--- config.mk ---
export PLATFORM = sky130hd
export DESIGN_NAME = subtractor_9bit_serial_flat
export DESIGN_NICKNAME = d
export VERILOG_FILES = /design/src/rtl/cella_arith_pkg.sv /design/src/rtl/subtractor_9bit_serial_if.sv /design/src/rtl/subtractor_1bit.sv /design/src/rtl/subtractor_9bit_serial.sv /design/src/flat_wrapper.sv
export SDC_FILE = /design/constraint.sdc
export NUM_CORES = 1
export LEC_CHECK = 0
export CORE_MARGIN = 8
export CORE_UTILIZATION = 40
export DETAILED_ROUTE_END_ITERATION = 10
export PLACE_DENSITY_LB_ADDON = 0.05
export SLEW_MARGIN = 10
export SYNTH_ARGS = -nofsm -noshare
export SYNTH_HDL_FRONTEND = slang
export SYNTH_SLANG_ARGS = --single-unit
--- constraint.sdc ---
create_clock -name clk -period 2.89 [get_ports clk]
set_clock_uncertainty 0.05 [all_clocks]
set_input_delay 0.578 -clock clk [delete_from_list [all_inputs] [get_ports clk]]
set_output_delay 0.578 -clock clk [all_outputs]
set_load 0.02 [all_outputs]
--- src/rtl/cella_arith_pkg.sv ---
// Shared arithmetic-datapath definitions.
// FSM encoding, default operand width and counter width.
package cella_arith_pkg;

  localparam int ARITH_W = 9;
  localparam int CNT_W   = $clog2(ARITH_W);

  typedef enum logic [1:0] {
    ST_IDLE = 2'd0,
    ST_RUN  = 2'd1,
    ST_DONE = 2'd2
  } state_e;

endpackage

--- src/rtl/subtractor_9bit_serial_if.sv ---
// Operand/result valid-ready bundle for the serial subtractor.
// slave is the subtractor side, master the producer/consumer side.
interface subtractor_9bit_serial_if
  import cella_arith_pkg::*;
#(
  parameter int WIDTH = ARITH_W
) ();

  logic             in_valid;
  logic             in_ready;
  logic [WIDTH-1:0] a;
  logic [WIDTH-1:0] b;
  logic             out_valid;
  logic             out_ready;
  logic [WIDTH:0]   diff;

  modport master (
    output in_valid, a, b, out_ready,
    input  in_ready, out_valid, diff
  );

  modport slave (
    input  in_valid, a, b, out_ready,
    output in_ready, out_valid, diff
  );

endinterface

--- src/rtl/subtractor_1bit.sv ---
// Single full-subtractor cell, bit-level counterpart of adder_1bit.
// diff = a - b - bin, bout set when a borrow is needed.
module subtractor_1bit (
  input  logic a,
  input  logic b,
  input  logic bin,
  output logic diff,
  output logic bout
);

  assign diff = a ^ b ^ bin;
  assign bout = (~a & b) | (~(a ^ b) & bin);

endmodule

--- src/rtl/subtractor_9bit_serial.sv ---
// Bit-serial unsigned subtractor, LSB first, one bit per clock.
// Result is a WIDTH+1 bit two's-complement a - b.
module subtractor_9bit_serial
  import cella_arith_pkg::*;
#(
  parameter int WIDTH = ARITH_W
) (
  input  logic                     clk,
  input  logic                     rst_n,
  subtractor_9bit_serial_if.slave  bus
);

  localparam int CW = $clog2(WIDTH);

  state_e           state_q, state_d;
  logic [WIDTH-1:0] sh_a_q, sh_a_d;
  logic [WIDTH-1:0] sh_b_q, sh_b_d;
  logic [WIDTH-2:0] res_q, res_d;
  logic             borrow_q, borrow_d;
  logic [CW-1:0]    cnt_q, cnt_d;
  logic             out_valid_q, out_valid_d;
  logic [WIDTH:0]   diff_q, diff_d;

  logic d_bit;
  logic bout;

  subtractor_1bit u_cell (
    .a    (sh_a_q[0]),
    .b    (sh_b_q[0]),
    .bin  (borrow_q),
    .diff (d_bit),
    .bout (bout)
  );

  always_comb begin
    state_d     = state_q;
    sh_a_d      = sh_a_q;
    sh_b_d      = sh_b_q;
    res_d       = res_q;
    borrow_d    = borrow_q;
    cnt_d       = cnt_q;
    out_valid_d = out_valid_q;
    diff_d      = diff_q;
    unique case (state_q)
      ST_IDLE: begin
        if (bus.in_valid) begin
          sh_a_d   = bus.a;
          sh_b_d   = bus.b;
          borrow_d = 1'b0;
          cnt_d    = '0;
          state_d  = ST_RUN;
        end
      end
      ST_RUN: begin
        sh_a_d   = sh_a_q >> 1;
        sh_b_d   = sh_b_q >> 1;
        // res keeps the low WIDTH-1 result bits; the last bit and borrow join at the end
        res_d    = (WIDTH-1)'({d_bit, res_q} >> 1);
        borrow_d = bout;
        cnt_d    = cnt_q + 1'b1;
        if (cnt_q == CW'(WIDTH - 1)) begin
          diff_d      = {bout, d_bit, res_q};
          out_valid_d = 1'b1;
          state_d     = ST_DONE;
        end
      end
      ST_DONE: begin
        if (bus.out_ready) begin
          out_valid_d = 1'b0;
          state_d     = ST_IDLE;
        end
      end
      default: begin
        state_d = ST_IDLE;
      end
    endcase
  end

  always_ff @(posedge clk) begin
    if (!rst_n) begin
      state_q     <= ST_IDLE;
      sh_a_q      <= '0;
      sh_b_q      <= '0;
      res_q       <= '0;
      borrow_q    <= 1'b0;
      cnt_q       <= '0;
      out_valid_q <= 1'b0;
      diff_q      <= '0;
    end else begin
      state_q     <= state_d;
      sh_a_q      <= sh_a_d;
      sh_b_q      <= sh_b_d;
      res_q       <= res_d;
      borrow_q    <= borrow_d;
      cnt_q       <= cnt_d;
      out_valid_q <= out_valid_d;
      diff_q      <= diff_d;
    end
  end

  assign bus.in_ready  = (state_q == ST_IDLE);
  assign bus.out_valid = out_valid_q;
  assign bus.diff      = diff_q;

endmodule
--- src/flat_wrapper.sv ---
// flat-port wrapper written by rule: the top's interface ports become plain ports
module subtractor_9bit_serial_flat import cella_arith_pkg::*;
#(
  parameter int WIDTH = ARITH_W
)
  (clk, rst_n, bus_in_valid, bus_a, bus_b, bus_out_ready, bus_in_ready, bus_out_valid, bus_diff);
  subtractor_9bit_serial_if #(.WIDTH(WIDTH)) bus_i ();
  input  logic clk;
  input  logic rst_n;
  input wire logic [$bits(bus_i.in_valid)-1:0] bus_in_valid;
  input wire logic [$bits(bus_i.a)-1:0] bus_a;
  input wire logic [$bits(bus_i.b)-1:0] bus_b;
  input wire logic [$bits(bus_i.out_ready)-1:0] bus_out_ready;
  output wire logic [$bits(bus_i.in_ready)-1:0] bus_in_ready;
  output wire logic [$bits(bus_i.out_valid)-1:0] bus_out_valid;
  output wire logic [$bits(bus_i.diff)-1:0] bus_diff;
  assign bus_i.in_valid = bus_in_valid;
  assign bus_i.a = bus_a;
  assign bus_i.b = bus_b;
  assign bus_i.out_ready = bus_out_ready;
  assign bus_in_ready = bus_i.in_ready;
  assign bus_out_valid = bus_i.out_valid;
  assign bus_diff = bus_i.diff;
  subtractor_9bit_serial #(.WIDTH(WIDTH)) u_core (.clk(clk), .rst_n(rst_n), .bus(bus_i));
endmodule
==> impl_metrics.ini <==
[power]
seq_power_share_pct = 51.7
power_density_mw_per_mm2 = 538.4
p_leak_uw = 0.0008286
p_sw_uw = 294.5
sw_frac_of_total_pct = 23.40
irDropWorstVdd_v = 0.0003462
power_frac_comb_pct = 11.6
p_int_uw = 963.9
clkPwrFrac_pct = 36.7

[synthesis]
syn_area_per_cell_um2 = 8.864
synth_compound_area_share_pct = 23.15
synth_edf_count = 0
synth_simple_gate_area_share_pct = 15.63
synth_nets = 239
synth_cells = 214
syn-cell-area_mm2 = 0.001897
async_flop_share_pct = 0
synth-adder-area-share_pct = 2.375
seq_area_frac_synth_pct = 46.44
yosys_register_bits = 44
dominantRegCellSynth = dfxtp_1
ys_warn_count = 0
synth_cell_type_count = 36
synth-xor-area-share_pct = 0
synth_top_family_by_area = compound AO/OA/AOI/OAI gates
synthMuxAreaShare_pct = 5.805

[clock_network]
cts_buffers = 5
clockBufferDepth = 2
root_buffer = clkbuf_8
cts_tree = yes
postCtsSetupBuffers = 0
hold_buffers = 0
clk_latency_ns = 0.29
cts_sinks = 44
htreeDepth = 2
cts_resized = 0
path_clk_slew_ns = 0.08

[timing]
period_minus_slack_ns = 2.337
tightest_slew_ns = 0.6698
post-route-period-util_pct = 80.86
slew_violations = 0
tns_ns = 0
setup_viol = 0
slew_headroom_pct = 55.26
hold_viol_final = 0
rsz0062_at_grt = no
fmax_ghz = 0.4279
hold_ws_ns = 0.4101

[grt]
grt_pass1_vias = 1526
gr-usage-all-layers_pct = 12.37
grt_use_met1_pct = 15.22
grt_max_degree = 40
grt_pass1_wl_um = 7251
antenna_found_initial = 0
gr-max-usage-layer = met2
use_met2_pct = 19.76
gr-total-overflow = 0
use_met3_pct = 3.958

[drt]
dr_total_vias = 1577
first_iter_violations = 139
routed_via_density = 5.328
drt-total-wl_um = 4364
drc = 0
wl_per_cell_um = 14.74
drtAntennaViolNets = 0
drt_first_pass_iters = 4

[floorplanning]
design.die.area_mm2 = 0.007201
die_w_um = 84.86
io_pins = 34
num_rows = 25
die-height_um = 84.86
core_area_mm2 = 0.004661
start_util_pct = 40.70

[worst_setup_path]
critPathLaunchType = flop
arrival_ns = 1.71
crit_required_ns = 2.26
reg2reg_slack_ns = 1.03
reg2reg_depth = 4
cp-endpoint = bus_in_ready
crit_fanout = 15
critical_path_class = flop to primary output
worst_r2r_endpoint = u_core.res_q[1]
cp-startpoint = u_core.state_q[1]
r2r-start = u_core.state_q[0]
endpoint_kind = primary output

[finish]
layout-drive-gt1-share_pct = 8.678
final_common_cell = dfxtp_1
area_delta_synth_final_pct = 23.22
diodes = 0
nFillCells = 430
finalNetCount = 266
layout_common_cells = dfxtp_1, nand2_1, clkdlybuf4s50_1, nor2_1, a21oi_1

[place]
gp_congestion = 0.8192
hpwl_um = 2959
port_buffers = 33

[run_status]
outcome = finished, final reports clean

[hold_path]
hp-class = flop to flop
min_from = u_core.bus.diff[0]

[job]
drv_cap = 0
-- sequential cells by signal, indices dropped and copies added (netlist names) --
| register | count |
|---|---|
| u_core.sh_a_q | 9 |
| u_core.sh_b_q | 9 |
| u_core.state_q | 2 |
| u_core.bus.out_valid | 1 |
| u_core.bus.diff | 10 |
| u_core.cnt_q | 4 |
| u_core.borrow_q | 1 |
| u_core.res_q | 8 |
-- metrics by stage --
stage	worst slack, ns	cells	area, um2	util, %	power [uW]
6_report	0.5532	296	2337	50.15	1258
5_1_grt	0.4339	296	2337	50.15	1318
4_1_cts	0.5493	296	2337	50.15	1273
3_5_place_dp	0.7228	288	2230	47.84	810.1
3_3_place_gp	0.7783	288	2230	47.84	805.3
2_1_floorplan	1.331	214	1897	-	759.5
-- cell usage after synthesis (2+ instances only) --
| library cell | n | share of area, % |
|---|---|---|
| nand2b_1 | 2 | 0.66 |
| a21oi_1 | 18 | 4.7 |
| mux2i_1 | 11 | 5.8 |
| nand2_1 | 39 | 7.7 |
| ha_1 | 2 | 1.3 |
| dfxtp_1 | 44 | 46 |
| a2bb2oi_1 | 7 | 3.2 |
| nor2_1 | 20 | 4.0 |
| inv_1 | 7 | 1.4 |
| nand3_1 | 2 | 0.53 |
| buf_2 | 7 | 1.8 |
| clkbuf_1 | 3 | 0.59 |
| o2bb2ai_1 | 8 | 3.7 |
| buf_1 | 2 | 0.40 |
| a31oi_1 | 2 | 0.66 |
| a32oi_1 | 2 | 0.92 |
| o21ai_0 | 9 | 2.4 |
| o221a_2 | 6 | 3.6 |
| o22ai_1 | 2 | 0.66 |
| buf_4 | 4 | 1.6 |
| o21a_1 | 2 | 0.79 |
-- kinds of logic after synthesis --
kind of cell / after synthesis
buffers and inverters: 25
adders and majority gates: 3
and+or+nand+nor: 70
muxes: 11
DFF: 44
AOI/OAI and AO/OA: 61
-- power by group through the flow --
stage | combinational, uW | clock, uW | sequential, uW
2_1_floorplan | 102 | 0 | 657
3_3_place_gp | 142 | 0 | 663
5_1_grt | 163 | 500 | 654
6_report | 146 | 462 | 650
4_1_cts | 147 | 476 | 650
3_5_place_dp | 146 | 0 | 665
-- worst min-delay path by stage --
stage / endpoint / slack [ns] / cells past startpoint
2_1_floorplan: u_core.res_q[0] / 0.39 / 2
3_3_place_gp: u_core.bus.diff[0] / 0.39 / 2
3_5_place_dp: u_core.bus.diff[0] / 0.40 / 2
4_1_cts: u_core.bus.diff[0] / 0.41 / 2
5_1_grt: u_core.res_q[0] / 0.42 / 2
6_report: u_core.bus.diff[0] / 0.41 / 2
-- worst max-delay path, cell delays in order (launching register included) --
cell	delay (ns)
dfxtp_1	0.68
nor2_1	0.16
clkdlybuf4s50_1	0.58
-- cell type report --
cell class	count	area, um2	share of cell area (%)
sequential	44	880.8	37.69
tap	54	67.56	2.891
multi-input combinational	145	890.9	38.12
clock inverter	2	35.03	1.499
inverter	8	30.03	1.285
timing repair buffer	37	360.3	15.42
clock buffer	6	72.57	3.105
-- routing by layer --
metal  share of wire [%]  vias up
met5                   0        -
met3                 4.9        6
met4                 1.3        0
met1                  49      746
li1                    -      798
met2                  45       27
Note: power is estimated with default switching activity, not from simulation.
